**src/rtl/inst_fetch_queue_if.sv**
```systemverilog
// Fetch-queue bundle: redirect, instruction-bus request/response and decode-side handshake.
// The master modport is the fetch queue; slave is the surrounding bus/decode environment.
interface inst_fetch_queue_if #(
    parameter int DEPTH  = 4,
    parameter int PC_W   = 64,
    parameter int INST_W = 32
);
    localparam int OCC_W = $clog2(DEPTH + 1);

    logic              redirect_valid;
    logic [PC_W-1:0]   redirect_pc;
    logic              req_valid;
    logic [PC_W-1:0]   req_addr;
    logic              req_ready;
    logic              rsp_valid;
    logic [INST_W-1:0] rsp_inst;
    logic              out_valid;
    logic [PC_W-1:0]   out_pc;
    logic [INST_W-1:0] out_inst;
    logic              out_ready;
    logic [OCC_W-1:0]  occupancy;

    modport master (
        input  redirect_valid, redirect_pc, req_ready, rsp_valid, rsp_inst, out_ready,
        output req_valid, req_addr, out_valid, out_pc, out_inst, occupancy
    );

    modport slave (
        output redirect_valid, redirect_pc, req_ready, rsp_valid, rsp_inst, out_ready,
        input  req_valid, req_addr, out_valid, out_pc, out_inst, occupancy
    );
endinterface

```
**src/rtl/inst_fetch_queue.sv**
```systemverilog
// Instruction prefetch queue: sequential fetch, credit-limited in-flight requests, {pc,inst} FIFO, redirect flush.
// Optional FETCHQ_BYPASS_EN: a response arriving at an empty queue is presented to decode in the same cycle.
module inst_fetch_queue #(
    parameter int              DEPTH     = 4,
    parameter int              MAX_OUTST = 2,
    parameter int              PC_W      = 64,
    parameter int              INST_W    = 32,
    parameter logic [PC_W-1:0] RESET_PC  = 64'h8000_0000
) (
    input logic                clk,
    input logic                rst,
    inst_fetch_queue_if.master bus
);
    localparam int AW = $clog2(DEPTH);
    localparam int TW = (MAX_OUTST > 1) ? $clog2(MAX_OUTST) : 1;
    localparam int CW = $clog2(MAX_OUTST + 1);
    localparam logic [AW:0]   PTR_ONE = 1;
    localparam logic [TW-1:0] TAG_ONE = 1;
    localparam logic [CW-1:0] CNT_ONE = 1;

    logic [PC_W-1:0]   fetch_pc_q, fetch_pc_d;
    logic [AW:0]       wr_q, wr_d, rd_q, rd_d;
    logic [TW-1:0]     tag_wr_q, tag_wr_d, tag_rd_q, tag_rd_d;
    logic [CW-1:0]     outst_q, outst_d, drop_q, drop_d;
    logic [PC_W-1:0]   pc_mem_q   [DEPTH];
    logic [INST_W-1:0] inst_mem_q [DEPTH];
    logic [PC_W-1:0]   tag_mem_q  [MAX_OUTST];

    logic [AW:0]       occ;
    logic              empty, full, accept, rsp_live, push, pop, byp_take;
    logic [PC_W-1:0]   tag_head;

    function automatic logic [TW-1:0] tag_inc(input logic [TW-1:0] t);
        return (t == TW'(MAX_OUTST - 1)) ? '0 : t + TAG_ONE;
    endfunction

    assign occ      = wr_q - rd_q;
    assign empty    = (wr_q == rd_q);
    assign full     = (wr_q[AW] != rd_q[AW]) && (wr_q[AW-1:0] == rd_q[AW-1:0]);
    assign tag_head = tag_mem_q[tag_rd_q];

    // Credit rule: queued plus in-flight never exceeds DEPTH, so a response always has a slot.
    assign bus.req_valid = rst && !bus.redirect_valid && (outst_q < CW'(MAX_OUTST))
                           && (32'(occ) + 32'(outst_q) < 32'(DEPTH));
    assign bus.req_addr  = fetch_pc_q;
    assign bus.occupancy = occ;
    assign accept        = bus.req_valid && bus.req_ready;
    assign rsp_live      = bus.rsp_valid && (drop_q == '0) && !bus.redirect_valid;
    assign pop           = !empty && bus.out_ready && !bus.redirect_valid;

`ifdef FETCHQ_BYPASS_EN
    logic byp;
    assign byp           = rst && rsp_live && empty;
    assign byp_take      = byp && bus.out_ready;
    assign bus.out_valid = !empty || byp;
    assign bus.out_pc    = empty ? tag_head : pc_mem_q[rd_q[AW-1:0]];
    assign bus.out_inst  = empty ? bus.rsp_inst : inst_mem_q[rd_q[AW-1:0]];
`else
    assign byp_take      = 1'b0;
    assign bus.out_valid = !empty;
    assign bus.out_pc    = pc_mem_q[rd_q[AW-1:0]];
    assign bus.out_inst  = inst_mem_q[rd_q[AW-1:0]];
`endif

    assign push = rsp_live && !byp_take;

    always_comb begin
        fetch_pc_d = fetch_pc_q;
        wr_d       = wr_q;
        rd_d       = rd_q;
        tag_wr_d   = tag_wr_q;
        tag_rd_d   = tag_rd_q;
        drop_d     = drop_q;
        outst_d    = outst_q + CW'(accept) - CW'(bus.rsp_valid);
        if (accept) begin
            fetch_pc_d = fetch_pc_q + PC_W'(4);
            tag_wr_d   = tag_inc(tag_wr_q);
        end
        if (bus.rsp_valid) tag_rd_d = tag_inc(tag_rd_q);
        // Tags stay in flight across a redirect; only the drop count decides which responses die.
        if (bus.redirect_valid) begin
            fetch_pc_d = bus.redirect_pc;
            rd_d       = wr_q;
            drop_d     = outst_q - CW'(bus.rsp_valid);
        end else begin
            if (push) wr_d = wr_q + PTR_ONE;
            if (pop)  rd_d = rd_q + PTR_ONE;
            if (bus.rsp_valid && (drop_q != '0)) drop_d = drop_q - CNT_ONE;
        end
    end

    always_ff @(posedge clk or negedge rst) begin
        if (!rst) begin
            fetch_pc_q <= RESET_PC;
            wr_q       <= '0;
            rd_q       <= '0;
            tag_wr_q   <= '0;
            tag_rd_q   <= '0;
            outst_q    <= '0;
            drop_q     <= '0;
        end else begin
            fetch_pc_q <= fetch_pc_d;
            wr_q       <= wr_d;
            rd_q       <= rd_d;
            tag_wr_q   <= tag_wr_d;
            tag_rd_q   <= tag_rd_d;
            outst_q    <= outst_d;
            drop_q     <= drop_d;
        end
    end

    always_ff @(posedge clk) begin
        if (push) begin
            pc_mem_q[wr_q[AW-1:0]]   <= tag_head;
            inst_mem_q[wr_q[AW-1:0]] <= bus.rsp_inst;
        end
        if (accept) tag_mem_q[tag_wr_q] <= fetch_pc_q;
    end

    a_no_push_full: assert property (@(posedge clk) disable iff (!rst) !(push && full));
    a_rsp_has_tag:  assert property (@(posedge clk) disable iff (!rst) !(bus.rsp_valid && (outst_q == '0)));
endmodule

```
**src/flat_wrapper.sv**
```systemverilog
// flat-port wrapper written by rule: the top's interface ports become plain ports
module inst_fetch_queue_flat 
#(
    parameter int              DEPTH     = 4,
    parameter int              MAX_OUTST = 2,
    parameter int              PC_W      = 64,
    parameter int              INST_W    = 32,
    parameter logic [PC_W-1:0] RESET_PC  = 64'h8000_0000
)
  (clk, rst, bus_redirect_valid, bus_redirect_pc, bus_req_ready, bus_rsp_valid, bus_rsp_inst, bus_out_ready, bus_req_valid, bus_req_addr, bus_out_valid, bus_out_pc, bus_out_inst, bus_occupancy);
  inst_fetch_queue_if #(.DEPTH(DEPTH), .PC_W(PC_W), .INST_W(INST_W)) bus_i ();
  input logic clk;
  input logic rst;
  input wire logic [$bits(bus_i.redirect_valid)-1:0] bus_redirect_valid;
  input wire logic [$bits(bus_i.redirect_pc)-1:0] bus_redirect_pc;
  input wire logic [$bits(bus_i.req_ready)-1:0] bus_req_ready;
  input wire logic [$bits(bus_i.rsp_valid)-1:0] bus_rsp_valid;
  input wire logic [$bits(bus_i.rsp_inst)-1:0] bus_rsp_inst;
  input wire logic [$bits(bus_i.out_ready)-1:0] bus_out_ready;
  output wire logic [$bits(bus_i.req_valid)-1:0] bus_req_valid;
  output wire logic [$bits(bus_i.req_addr)-1:0] bus_req_addr;
  output wire logic [$bits(bus_i.out_valid)-1:0] bus_out_valid;
  output wire logic [$bits(bus_i.out_pc)-1:0] bus_out_pc;
  output wire logic [$bits(bus_i.out_inst)-1:0] bus_out_inst;
  output wire logic [$bits(bus_i.occupancy)-1:0] bus_occupancy;
  assign bus_i.redirect_valid = bus_redirect_valid;
  assign bus_i.redirect_pc = bus_redirect_pc;
  assign bus_i.req_ready = bus_req_ready;
  assign bus_i.rsp_valid = bus_rsp_valid;
  assign bus_i.rsp_inst = bus_rsp_inst;
  assign bus_i.out_ready = bus_out_ready;
  assign bus_req_valid = bus_i.req_valid;
  assign bus_req_addr = bus_i.req_addr;
  assign bus_out_valid = bus_i.out_valid;
  assign bus_out_pc = bus_i.out_pc;
  assign bus_out_inst = bus_i.out_inst;
  assign bus_occupancy = bus_i.occupancy;
  inst_fetch_queue #(.DEPTH(DEPTH), .MAX_OUTST(MAX_OUTST), .PC_W(PC_W), .INST_W(INST_W), .RESET_PC(RESET_PC)) u_core (.clk(clk), .rst(rst), .bus(bus_i));
endmodule
```
**config.mk**
```make
export PLATFORM = sky130hd
export DESIGN_NAME = inst_fetch_queue_flat
export DESIGN_NICKNAME = d
export VERILOG_FILES = /design/src/rtl/inst_fetch_queue_if.sv /design/src/rtl/inst_fetch_queue.sv /design/src/flat_wrapper.sv
export SDC_FILE = /design/constraint.sdc
export NUM_CORES = 1
export LEC_CHECK = 0
export CORE_MARGIN = 10
export CORE_UTILIZATION = 55
export CTS_CLUSTER_DIAMETER = 40
export DETAILED_ROUTE_END_ITERATION = 10
export PLACE_DENSITY = 0.78
export SLEW_MARGIN = 15
export SYNTH_ARGS = -nofsm -noshare
export SYNTH_HDL_FRONTEND = slang
export SYNTH_SLANG_ARGS = --single-unit
```
**constraint.sdc**
```tcl
create_clock -name clk -period 9.1 [get_ports clk]
set_input_delay 1.82 -clock clk [delete_from_list [all_inputs] [get_ports clk]]
set_output_delay 1.82 -clock clk [all_outputs]
set_load 0.01 [all_outputs]
```
Word level (Yosys, flattened, before mapping):

Memories as Yosys holds them, arrays and structs flattened.
Cells that the tools add are included.

* multiplexer cells: 12
* order comparisons: 2
* reduce and logical (&&, ||, !) cells: 17
* add/subtract/negate cells: 11
* equality and inequality tests: 1
* bitwise gates (word level): 1

Operator list (count)
* 64-bit two-way mux: 2
* 64-bit by 3-bit adder with 64-bit output, second input constant: 1
* 32-bit by 3-bit < comparator with 1-bit output, second input constant: 1
* 1-bit logical AND: 9
* 2-bit nonzero test: 4
* 3-bit by 1-bit adder with 3-bit output, second input constant: 2
* 1-bit two-way mux: 6
* 3-bit two-way mux: 2
* 3-bit by 2-bit adder with 4-bit output: 1
* 2-bit two-way mux: 2
* 2-bit by 1-bit subtractor with 2-bit output: 2
* 3-bit == test: 1
* 3-bit subtractor: 1
* 1-bit adder, second input constant: 2
* 2-bit by 1-bit adder with 2-bit output: 1
* 1-bit logical NOT: 2
* 2-bit logical NOT: 1
* 2-bit < comparator, second input constant: 1
* 2-bit AND reduction: 1
* 2-bit by 1-bit subtractor with 2-bit output, second input constant: 1
* 1-bit inverter: 1

* register bits after elaboration: 76
* memories kept: 3
* word-level logic and storage cells: 54
* RAM bits: 512
* output and inout bits: 165

Memories
* u_core.pc_mem_q: depth 4, width 64, read ports 1, clocked after memory_dff 0, wr ports 1, RTL line inst_fetch_queue.sv:25 `logic [PC_W-1:0] pc_mem_q [DEPTH];`
* u_core.inst_mem_q: depth 4, width 32, read ports 1, clocked after memory_dff 0, wr ports 1, RTL line inst_fetch_queue.sv:26 `logic [INST_W-1:0] inst_mem_q [DEPTH];`
* u_core.tag_mem_q: depth 2, width 64, read ports 1, clocked after memory_dff 0, wr ports 1, RTL line inst_fetch_queue.sv:27 `logic [PC_W-1:0] tag_mem_q [MAX_OUTST];`

Logic depth before layout (Yosys ltp):

Gate-level depths: netlist (run 1).

* depth in word-level cells: 7
* mapped depth: 14
* mapped depth without buffers: 12

Least setup slack after synthesis (run 1):

OpenSTA, ideal clock, no wires.

* path type: register -> register
* start point: register u_core.rd_q[1]
* end point: memory u_core.tag_mem_q[0][0] (enable)
* path slack: 2.349 ns
* period minus slack after synthesis: 6.751 ns
* library setup time: 0.487 ns
* data required time: 8.613 ns
* arrival time: 6.265 ns
* cell stages (with the launch flop): 13
* cells stage by stage: dfrtp_1 clkbuf_1 clkbuf_1 buf_1 inv_1 fa_1 ha_1 or4b_1 or4_4 buf_6 clkbuf_1 clkbuf_1 nor2_1

* cells in the longest elaborated chain, start to end: 7

Ends and longest elaborated chain
* from (decl): RTL line inst_fetch_queue.sv:22 `logic [AW:0] wr_q, wr_d, rd_q, rd_d;`
* from (signal assigned): RTL line inst_fetch_queue.sv:104 `rd_q <= rd_d;`
* 3-bit subtractor: RTL line inst_fetch_queue.sv:37 `assign occ = wr_q - rd_q;`
* named net bus_occupancy[1]: RTL line flat_wrapper.sv:25 `output wire logic [$bits(bus_i.occupancy)-1:0] bus_occupancy;`
* 3-bit by 2-bit adder with 4-bit output: RTL line inst_fetch_queue.sv:44 `&& (32'(occ) + 32'(outst_q) < 32'(DEPTH));`
* 32-bit by 3-bit < comparator with 1-bit output: RTL line inst_fetch_queue.sv:44
* 1-bit logical AND: RTL line inst_fetch_queue.sv:44
* 1-bit logical AND: RTL line inst_fetch_queue.sv:47 `assign accept = bus.req_valid && bus.req_ready;`
* 1-bit two-way mux: RTL line inst_fetch_queue.sv:117 `if (accept) tag_mem_q[tag_wr_q] <= fetch_pc_q;`
* 1-bit two-way mux (implied by the code): RTL line inst_fetch_queue.sv:117
* to (decl): RTL line inst_fetch_queue.sv:27

The timed path passes the listed nets, and every way through them passes these cells.

Worst setup path in the final report (run 1):

* start point: register u_core.rd_q[0]
* end point: output port bus_out_inst[28]

* cells in the longest elaborated chain, start to end: 1

Ends and longest elaborated chain
* memory read 4 x 32 bit
* to (decl): RTL line flat_wrapper.sv:24 `output wire logic [$bits(bus_i.out_inst)-1:0] bus_out_inst;`

No other way between the ends.

==> key figures, run 1 <==
Outcome
  • Status: complete, no violations

Route
  • DR vias: 12900
  • DRC: 0
  • Via density: 6.03
  • Final WL: 54500 microns
  • 1st-pass router iterations: 6
  • Routed Antenna Nets: 0
  • DR WL/cell: 25.4 microns
  • Initial DRC Count: 1364

Worst setup path
  • CP Max Fanout: 41
  • Crit path kind: reg -> out
  • Crit path from: u_core.rd_q[0]
  • Startpoint types: flip-flop
  • RR Startpoint: u_core.rd_q[1]
  • Critical path endpoint category: output port
  • Arr. time, crit path: 4.07 ns
  • Critical Path RT: 7.28 ns

Die
  • Cell Rows: 74
  • Die ar.: 50500 sq um
  • Starting Density: 56.1%
  • I/O Pins: 267
  • Core ar.: 41100 sq um
  • Chip height: 225 microns
  • DIE WIDTH: 225 microns

STA
  • Worst-margin pin slew: 1.20 ns
  • RSZ-0062 raised after global routing: no
  • Slew HR: 20.1%
  • Setup violators final: 0
  • Fin crit share: 64.7%
  • Hold Vio Cnt, Final: 0
  • Max-slew violation count: 0
  • Max Fclk: 170 MHz
  • Crit path time final: 5.89 ns
  • Setup TNS: 0 ns
  • Final setup skew: 0.0210 ns

CTS
  • Clock root buffer: clkbuf_16
  • Clock Pin Slew Worst Setup and Hold Paths: 0.06 ns
  • Clk Latency, worst-skew pair: 0.59 ns
  • Post-CTS Hold Fix Bufs: 0
  • Clock sink total: 588
  • Clock buffer depth: 3
  • Setup bufs post-CTS: 0
  • Htree depth: 3
  • # resized after CTS: 0
  • TritonCTS clock tree: yes
  • TritonCTS Buffers: 76

Yosys
  • Number of synthesized register bits: 588
  • Post-synthesis cell count: 1254
  • Area share of the largest cell type after synthesis: 66.6%
  • Synth Flop Type: edfxtp_1
  • Top post-synthesis cells by count: 512 x edfxtp_1, 96 x mux4_2, 84 x nand2_1
  • Synth top area cells: edfxtp_1 67%, mux4_2 9.4%, dfrtp_1 8.1%
  • Warning count from the yosys run: 0
  • Synth Area per Inst: 18.4 sq um
  • Ys async rst share: 12.9%
  • Synth Net Count: 1369
  • Synth cell types: 55
  • Seq/Total Area, Yosys: 74.9%
  • Cell area after synthesis: 23100 sq um
  • Yosys top cell by area: edfxtp_1
  • EDFF count, synth: 512
  • Most frequent cell after synthesis: edfxtp_1

Final layout
  • Area grow syn2layout: 25.1%
  • Post-route insts no fill: 2145
  • Final net count: 1668
  • Share of post-route cells with drive strength above 1: 19.6%

GRT
  • Gr usage total: 21.6%
  • Initial antenna violation count: 1
  • Pin count of the biggest net entering global routing: 112
  • Vias in the first global route: 13300
  • First-pass GRT wire length: 82800 microns
  • Total global routing overflow: 0

Power
  • Power share of the clock group: 35.0%
  • Peak supply drop: 0.000247 V
  • Flop pwr share: 41.5%
  • Switching share of power: 27.1%
  • Logic pwr share: 23.5%
  • Leak pwr: 9.66 nW
  • Pwr/cell area: 294 nW/um^2
  • P_sw: 0.00230 W
  • Internal power: 0.00618 W

Place
  • Gpl congestion: 0.849
  • Placed Cells incl. Taps: 2007
  • IO buf count: 266
  • Detailed placement HPWL: 34500 microns

Worst hold path
  • HP Start: u_core.bus.req_addr[0]
  • HP Class: reg -> reg

Job
  • Max-cap violation count: 0
## sequential cells by signal (all words and copies together), names as in the netlist
signal	flops
u_core.pc_mem_q	256
u_core.inst_mem_q	128
u_core.tag_mem_q	128
u_core.bus.req_addr	64
u_core.rd_q	3
u_core.wr_q	3
u_core.drop_q	2
u_core.outst_q	2
u_core.tag_rd_q	1
u_core.tag_wr_q	1
## logic make-up after synthesis
logic type                 Yosys count  synth area share, %
DFF                                588                 74.9
adders and majority gates           13                0.738
AOI/OAI and AO/OA                  109                 2.99
buffers and inverters               75                 1.27
muxes                              164                 12.7
and+or+nand+nor                    273                 6.16
xor gates and xnor gates            32                 1.27
## worst paths after layout
kind,endpoint,slack (ns),cells past startpoint
worst max register to register,u_core.tag_mem_q[1][15],3.79,7
worst min-delay path,u_core.tag_mem_q[1][0],0.53,0
worst max-delay path,bus_out_inst[28],3.21,4
worst min register to register,u_core.tag_mem_q[1][0],0.53,0
max in group asynchronous,u_core.rd_q[0],6.77,2
min in group asynchronous,u_core.bus.req_addr[56],1.02,1
## metrics by stage
stage | instance area, sq um | hold slack (ns) | setup WS (ns) | power, W | util [%]
6_report | 28900 | 0.525 | 3.21 | 0.00848 | 70.2
3_3_place_gp | 26300 | 0.518 | 3.78 | 0.00554 | 64.0
2_1_floorplan | 23100 | 0.460 | 2.35 | 0.00457 | -
5_1_grt | 28900 | 0.563 | 2.86 | 0.00882 | 70.2
3_5_place_dp | 26300 | 0.522 | 3.70 | 0.00559 | 64.0
4_1_cts | 28800 | 0.532 | 3.05 | 0.00858 | 70.2
## worst max-delay path, stage by stage, from the launching register on
cell and delay, ns:
dfrtp_4 0.87, buf_4 0.63, buf_4 0.74, mux4_2 0.61, clkdlybuf4s50_1 0.54
## area by class of cell
cell class / instances / area, sq um
flip-flops and latches: 588 / 17300
fillers: 2632 / 12300
multi-input cells: 591 / 5520
repair buffers: 278 / 2750
clock buffers: 97 / 2080
well taps: 532 / 666
clock inverters: 40 / 472
inverters: 18 / 67.6
diodes: 1 / 2.50
## metal layers
metal  track usage (%)  vias up  part of all wire (%)
li1                  -     5651                     -
met1              28.9     6672                    41
met2              34.4      516                    49
met3              5.70      106                   7.2
met4              6.67        0                   2.8
met5                 0        -                     0
## power by group through the flow
| stage | clock network [W] | logic [W] | registers, W |
|---|---|---|---|
| 3_3_place_gp | 0 | 0.00197 | 0.00356 |
| 5_1_grt | 0.00313 | 0.00213 | 0.00356 |
| 2_1_floorplan | 0 | 0.00119 | 0.00338 |
| 3_5_place_dp | 0 | 0.00202 | 0.00358 |
| 6_report | 0.00297 | 0.00199 | 0.00352 |
| 4_1_cts | 0.00302 | 0.00203 | 0.00352 |
## cells in the final DEF, fill, tap and decap left out, types with 15 or more instances in the layout
cell and count:
nand2_1 84, nand4_1 23, edfxtp_1 512, clkdlybuf4s50_1 264, o21ai_0 45, mux2_2 66, mux4_2 96, clkbuf_16 79
inv_1 18, xor2_1 16, nor2_1 28, xnor2_1 15, nand3_1 47, dfrtp_1 72
Note: power is estimated with default switching activity, not from simulation.
==> run 2, diff against run 1 <==
Settings changed: CORE_UTILIZATION 55 to 50, PLACE_DENSITY 0.78 to 0.74.
Clock period 9.1 ns to 5.2 ns, I/O delays scaled along.
==> run 2 against run 1 <==
Cell count up 3.7%. Wire length up 2.4%. Non-clock buffer count up 7. Critical path depth unchanged. Worst setup slack worse by 2.5 ns. Sequential power up 70%. Critical path type unchanged. Critical endpoint is now bus_out_pc[49]. Largest cell class unchanged.
==> key figures, run 2 (synthesized netlist as in run 1, its figures left out) <==
Outcome
  • Status: complete, no violations

Route
  • DR vias: 12900 (-0.66%)
  • DRC: 0 (unchanged)
  • DR WL/cell: 25.1 microns (-1.3%)
  • Routed Antenna Nets: 0 (unchanged)
  • 1st-pass router iterations: 7 (+1)
  • Initial DRC Count: 1128 (-17%)
  • Via density: 5.78 (-4.2%)
  • Final WL: 55800 microns (+2.4%)

GRT
  • Vias in the first global route: 13500 (+1.5%)
  • Total global routing overflow: 0 (unchanged)
  • Gr usage total: 20.1% (-1.5 points)
  • Pin count of the biggest net entering global routing: 99 (-12%)
  • Initial antenna violation count: 2 (+1)
  • First-pass GRT wire length: 85600 microns (+3.3%)

Die
  • Cell Rows: 78 (+5.4%)
  • Core ar.: 45500 sq um (+11%)
  • Die ar.: 55100 sq um (+9.1%)
  • Chip height: 235 microns (+4.4%)
  • Starting Density: 50.7% (-5.4 points)
  • DIE WIDTH: 235 microns (+4.4%)
  • I/O Pins: 267 (unchanged)

STA
  • Crit path time final: 4.45 ns
  • Final setup skew: 0.0220 ns (+0.00104 ns)
  • RSZ-0062 raised after global routing: no
  • Slew HR: 23.6% (+3.5 points)
  • Fin crit share: 85.6%
  • Hold_ws: 0.234 ns (-0.291 ns)
  • Setup TNS: 0 ns (unchanged)
  • Hold Vio Cnt, Final: 0 (unchanged)
  • Worst-margin pin slew: 1.15 ns (-0.0542 ns)
  • Max-slew violation count: 0 (unchanged)
  • Setup violators final: 0 (unchanged)
  • Max Fclk: 225 MHz

Place
  • Gpl congestion: 0.834 (-1.9%)
  • Detailed placement HPWL: 34700 microns (+0.52%)
  • IO buf count: 266 (unchanged)

CTS
  • # resized after CTS: 0 (unchanged)
  • Clock sink total: 588 (unchanged)
  • TritonCTS Buffers: 78 (+2.6%)
  • Post-CTS Hold Fix Bufs: 0 (unchanged)
  • TritonCTS clock tree: yes
  • Clk Latency, worst-skew pair: 0.60 ns (about the same)
  • Htree depth: 3 (unchanged)
  • Clock Pin Slew Worst Setup and Hold Paths: 0.05 ns (about the same)
  • Setup bufs post-CTS: 0 (unchanged)
  • Clock buffer depth: 3 (unchanged)
  • Clock root buffer: clkbuf_16

Final layout
  • Max reg flops: 256 (unchanged)
  • Storage element area: 17300 sq um (unchanged)
  • Final net count: 1677 (+0.54%)
  • Commonest non-fill, non-tap cell in the layout: edfxtp_1
  • Fill cells: 3248 (+23%)
  • Area of the multi-input gates: 5520 sq um (unchanged)
  • Area grow syn2layout: 26.0%
  • Share of post-route cells with drive strength above 1: 20.3% (+0.72 points)
  • Most frequent cells in the layout: 512 x edfxtp_1, 264 x clkdlybuf4s50_1, 96 x mux4_2

Worst setup path
  • Arr. time, crit path: 3.41 ns (-0.66 ns)
  • Crit path kind: reg -> out
  • Startpoint types: flip-flop
  • Critical Path RT: 4.16 ns (-3.12 ns)
  • R2r worst-path depth: 13 (+6)
  • Critical path endpoint category: output port
  • CP Max Fanout: 56 (+37%)

Worst hold path
  • HP Class: in -> async

Power
  • Pwr/cell area: 511 nW/um^2 (+74%)
  • Peak supply drop: 0.000509 V (+110%)
  • Leak pwr: 9.74 nW (+0.80%)

Job
  • Max-cap violation count: 0 (unchanged)
[run 2: changes by cell type in the layout (fill, tap and decap cells not counted), moves of 2 or more]
cell and delta:
buf_12 +6, clkbuf_8 -3, clkinv_2 +5, clkinvlp_4 -2
inv_6 +2, clkinv_1 +4, inv_8 +7, clkbuf_1 -6
bufinv_16 -3
[run 2: report_power, final]
| part | internal [W] | total, W | switching, W |
|---|---|---|---|
| clock network | 0.00310 | 0.00518 | 0.00208 |
| registers | 0.00564 | 0.00599 | 0.000354 |
| logic | 0.00198 | 0.00367 | 0.00170 |
| total | 0.0107 | 0.0148 | 0.00413 |
[run 2: layer usage]
layer	track usage [%]	wire, microns	vias to the layer above	share of wire (%)
met5	0	27	-	0.048
met4	6.22	1030	4	1.8
met3	5.25	4140	73	7.4
met2	32.2	27500	456	49
met1	26.5	23100	6653	41
li1	-	-	5673	-
[run 2: final cells by class]
type,count,area share (%)
Antenna cell,1,0.00861
Clock buffer,89,7.04
Clock inverter,53,1.76
Inverter,18,0.232
Multi-Input combinational cell,591,19.0
Sequential cell,588,59.5
Tap cell,600,2.58
Timing Repair Buffer,285,9.89
[run 2: through the flow]
| stage | total power (W) | setup WS [ns] | cell area (sq um) | std cells | util, % |
|---|---|---|---|---|---|
| floorplan | 0.00800 | 0.227 | 23100 | 1254 | - |
| global placement | 0.00977 | 1.24 | 26500 | 2082 | 58.3 |
| detailed placement | 0.00984 | 1.10 | 26500 | 2082 | 58.3 |
| CTS | 0.0150 | 0.656 | 29100 | 2224 | 63.9 |
| global route | 0.0155 | 0.582 | 29100 | 2224 | 63.9 |
| finish | 0.0148 | 0.747 | 29100 | 2225 | 63.9 |
[run 2: worst paths after layout]
path / from / to / slack (ns)
max: u_core.rd_q[1] / bus_out_pc[49] / 0.75
min: rst / u_core.rd_q[1] / 0.23
max reg2reg: u_core.wr_q[0] / u_core.bus.req_addr[54] / 1.06
min reg2reg: u_core.bus.req_addr[1] / u_core.tag_mem_q[1][1] / 0.52
max in group asynchronous: rst / u_core.rd_q[0] / 3.65
min in group clk: u_core.bus.req_addr[1] / u_core.tag_mem_q[1][1] / 0.52
[run 2: critical path: stages, from the launching register on]
cell and delay, ns:
dfrtp_4 0.40, buf_4 0.56, buf_4 0.83, mux4_2 0.43
clkdlybuf4s50_1 0.52
==> run 3, diff against run 2 <==
Settings changed: RECOVER_POWER from default to 100, SLEW_MARGIN 15 to default.
==> run 3 against run 2 <==
Total power shrank 1.7%. Worst hold slack improved by 0.054 ns. Clock skew increased by 0.0027 ns. First-iteration DRC count shrank 2.5%. Cell count about the same. Utilization is 0.20 points lower. Maximum frequency is 6.2% lower. The run now ends with max-capacitance violations, max-slew violations left. Sequential power about the same.
==> key figures, run 3 (synthesized netlist as in run 1, its figures left out) <==
Outcome
  • Status: complete, but fails checks
  • Violated checks: max-capacitance violations, max-slew violations

CTS
  • TritonCTS clock tree: yes
  • Clk Latency, worst-skew pair: 0.60 ns (about the same)
  • TritonCTS Buffers: 78 (unchanged)
  • Htree depth: 3 (unchanged)
  • Clock sink total: 588 (unchanged)
  • # resized after CTS: 0 (unchanged)
  • Clock root buffer: clkbuf_16
  • Setup bufs post-CTS: 0 (unchanged)
  • Clock Pin Slew Worst Setup and Hold Paths: 0.05 ns (about the same)
  • Clock buffer depth: 3 (unchanged)
  • Post-CTS Hold Fix Bufs: 0 (unchanged)

Worst setup path
  • Arr. time, crit path: 3.71 ns (+0.30 ns)
  • Crit path largest cell delay: 0.95 ns (+0.12 ns)
  • Crit path kind: reg -> out
  • Most used cell, CP: clkbuf_4
  • Startpoint types: flip-flop
  • Slowest CP cell: clkbuf_4
  • RR Startpoint: u_core.wr_q[0]
  • Critical path endpoint category: output port
  • CP Max Fanout: 56 (unchanged)
  • Critical Path RT: 4.16 ns (about the same)
  • Critical path, cell by cell: clkbuf_4 -> clkbuf_4 -> mux4_2 -> dlygate4sd3_1
  • Crit path from: u_core.rd_q[1]

STA
  • Slack of the critical path: 0.455 ns (-0.292 ns)
  • Slew HR: -115% (-140 points)
  • Setup TNS: 0 ns (unchanged)
  • Max Fclk: 211 MHz (-6.2%)
  • Setup violators final: 0 (unchanged)
  • Crit path time final: 4.75 ns (+0.292 ns)
  • Final setup skew: 0.0247 ns (+0.00265 ns)
  • Max-slew violation count: 420 (+420)
  • RSZ-0062 raised after global routing: no
  • Fin crit share: 91.3% (+5.6 points)
  • Worst-margin pin slew: 3.22 ns (+2.08 ns)
  • Hold Vio Cnt, Final: 0 (unchanged)

Die
  • Starting Density: 50.7% (unchanged)
  • Cell Rows: 78 (unchanged)
  • DIE WIDTH: 235 microns (unchanged)
  • Die ar.: 55100 sq um (unchanged)
  • Core ar.: 45500 sq um (unchanged)
  • I/O Pins: 267 (unchanged)
  • Chip height: 235 microns (unchanged)

Power
  • Pwr/cell area: 504 nW/um^2 (-1.4%)
  • Total power: 0.0146 W (-1.7%)
  • Leak pwr: 9.80 nW (+0.68%)
  • Peak supply drop: 0.000474 V (-7.0%)

Final layout
  • Area grow syn2layout: 25.6%
  • Max reg flops: 256 (unchanged)
  • Commonest non-fill, non-tap cell in the layout: edfxtp_1
  • Most frequent cells in the layout: 512 x edfxtp_1, 192 x dlygate4sd3_1, 96 x mux4_2
  • Share of post-route cells with drive strength above 1: 15.8% (-4.6 points)
  • Storage element area: 17300 sq um (about the same)
  • Final net count: 1677 (unchanged)
  • Fill cells: 3265 (+0.52%)
  • Post-route insts no fill: 2224 (-0.045%)
  • Area of the multi-input gates: 5510 sq um (-0.29%)
  • # diodes: 0 (-1)

Place
  • Detailed placement HPWL: 34700 microns (unchanged)
  • Gpl congestion: 0.834 (unchanged)
  • Dpl ws: 1.10 ns (unchanged)
  • IO buf count: 266 (unchanged)
  • Placed Cells incl. Taps: 2082 (unchanged)

Route
  • DR vias: 12900 (+0.19%)
  • Final WL: 55800 microns (about the same)
  • Via density: 5.79 (+0.23%)
  • 1st-pass router iterations: 5 (-2)
  • DR WL/cell: 25.1 microns (about the same)
  • Initial DRC Count: 1100 (-2.5%)
  • DRC: 0 (unchanged)
  • Routed Antenna Nets: 0 (unchanged)

GRT
  • Total global routing overflow: 0 (unchanged)
  • Vias in the first global route: 13500 (unchanged)
  • Initial antenna violation count: 3 (+1)
  • Gr usage total: 20.1% (unchanged)
  • First-pass GRT wire length: 85600 microns (unchanged)
  • Pin count of the biggest net entering global routing: 99 (unchanged)

Job
  • Max-cap violation count: 8 (+8)

Worst hold path
  • HP Class: in -> async
==> run 3: cell types whose count changed in the layout (fill, tap and decap cells not counted), moves of 2 or more <==
cell,change
clkdlybuf4s50_1,-192
mux2_2,-64
o21ai_0,+2
dlygate4sd3_1,+192
and2_1,+3
clkbuf_4,+2
clkbuf_1,+4
mux2_1,+64
buf_12,-3
o21ai_1,-2
buf_4,-12
clkbuf_2,+7
and2_4,-4
==> run 3: final cells by class <==
| cell class | count | area share, % |
|---|---|---|
| timing repair buffer | 285 | 9.69 |
| inverter | 18 | 0.233 |
| clock buffer | 89 | 7.06 |
| multi-input combinational | 591 | 19.0 |
| tap | 600 | 2.59 |
| sequential | 588 | 59.7 |
| clock inverter | 53 | 1.76 |
==> run 3: metal layers <==
metal,vias up,share of wire [%],GRT usage (%)
li1,5680,-,-
met2,473,49,32.2
met3,71,7.4,5.25
met1,6653,41,26.5
met5,-,0.052,0
met4,6,1.8,6.22
==> run 3: power by group <==
| part | internal (W) | switching (W) |
|---|---|---|
| clock | 0.00310 | 0.00208 |
| combinational | 0.00174 | 0.00168 |
| sequential | 0.00564 | 0.000352 |
==> run 3: critical path, delay by kind of cell, from the launching register on <==
| kind | cells | cell delay, ns |
|---|---|---|
| buf+inv | 3 | 2.21 |
| flops | 1 | 0.40 |
| mux | 1 | 0.42 |
==> run 3: final timing paths <==
path	end	slack, ns	cells after the start
setup / recovery	bus_out_pc[48]	0.45	4
hold / removal	u_core.rd_q[1]	0.29	1
setup reg to reg	u_core.tag_mem_q[1][22]	0.60	10
hold reg to reg	u_core.tag_wr_q	0.52	1
max in group asynchronous	u_core.rd_q[0]	2.41	2
min in group clk	u_core.tag_wr_q	0.52	1
==> run 3: through the flow <==
stage / cell area (sq um) / hold slack, ns / utilization (%)
final: 29000 / 0.287 / 63.7
after CTS: 29100 / 0.206 / 63.9
after global placement: 26500 / 0.503 / 58.3
after detailed placement: 26500 / 0.524 / 58.3
after floorplan: 23100 / 0.501 / -
after global routing: 29000 / 0.271 / 63.7
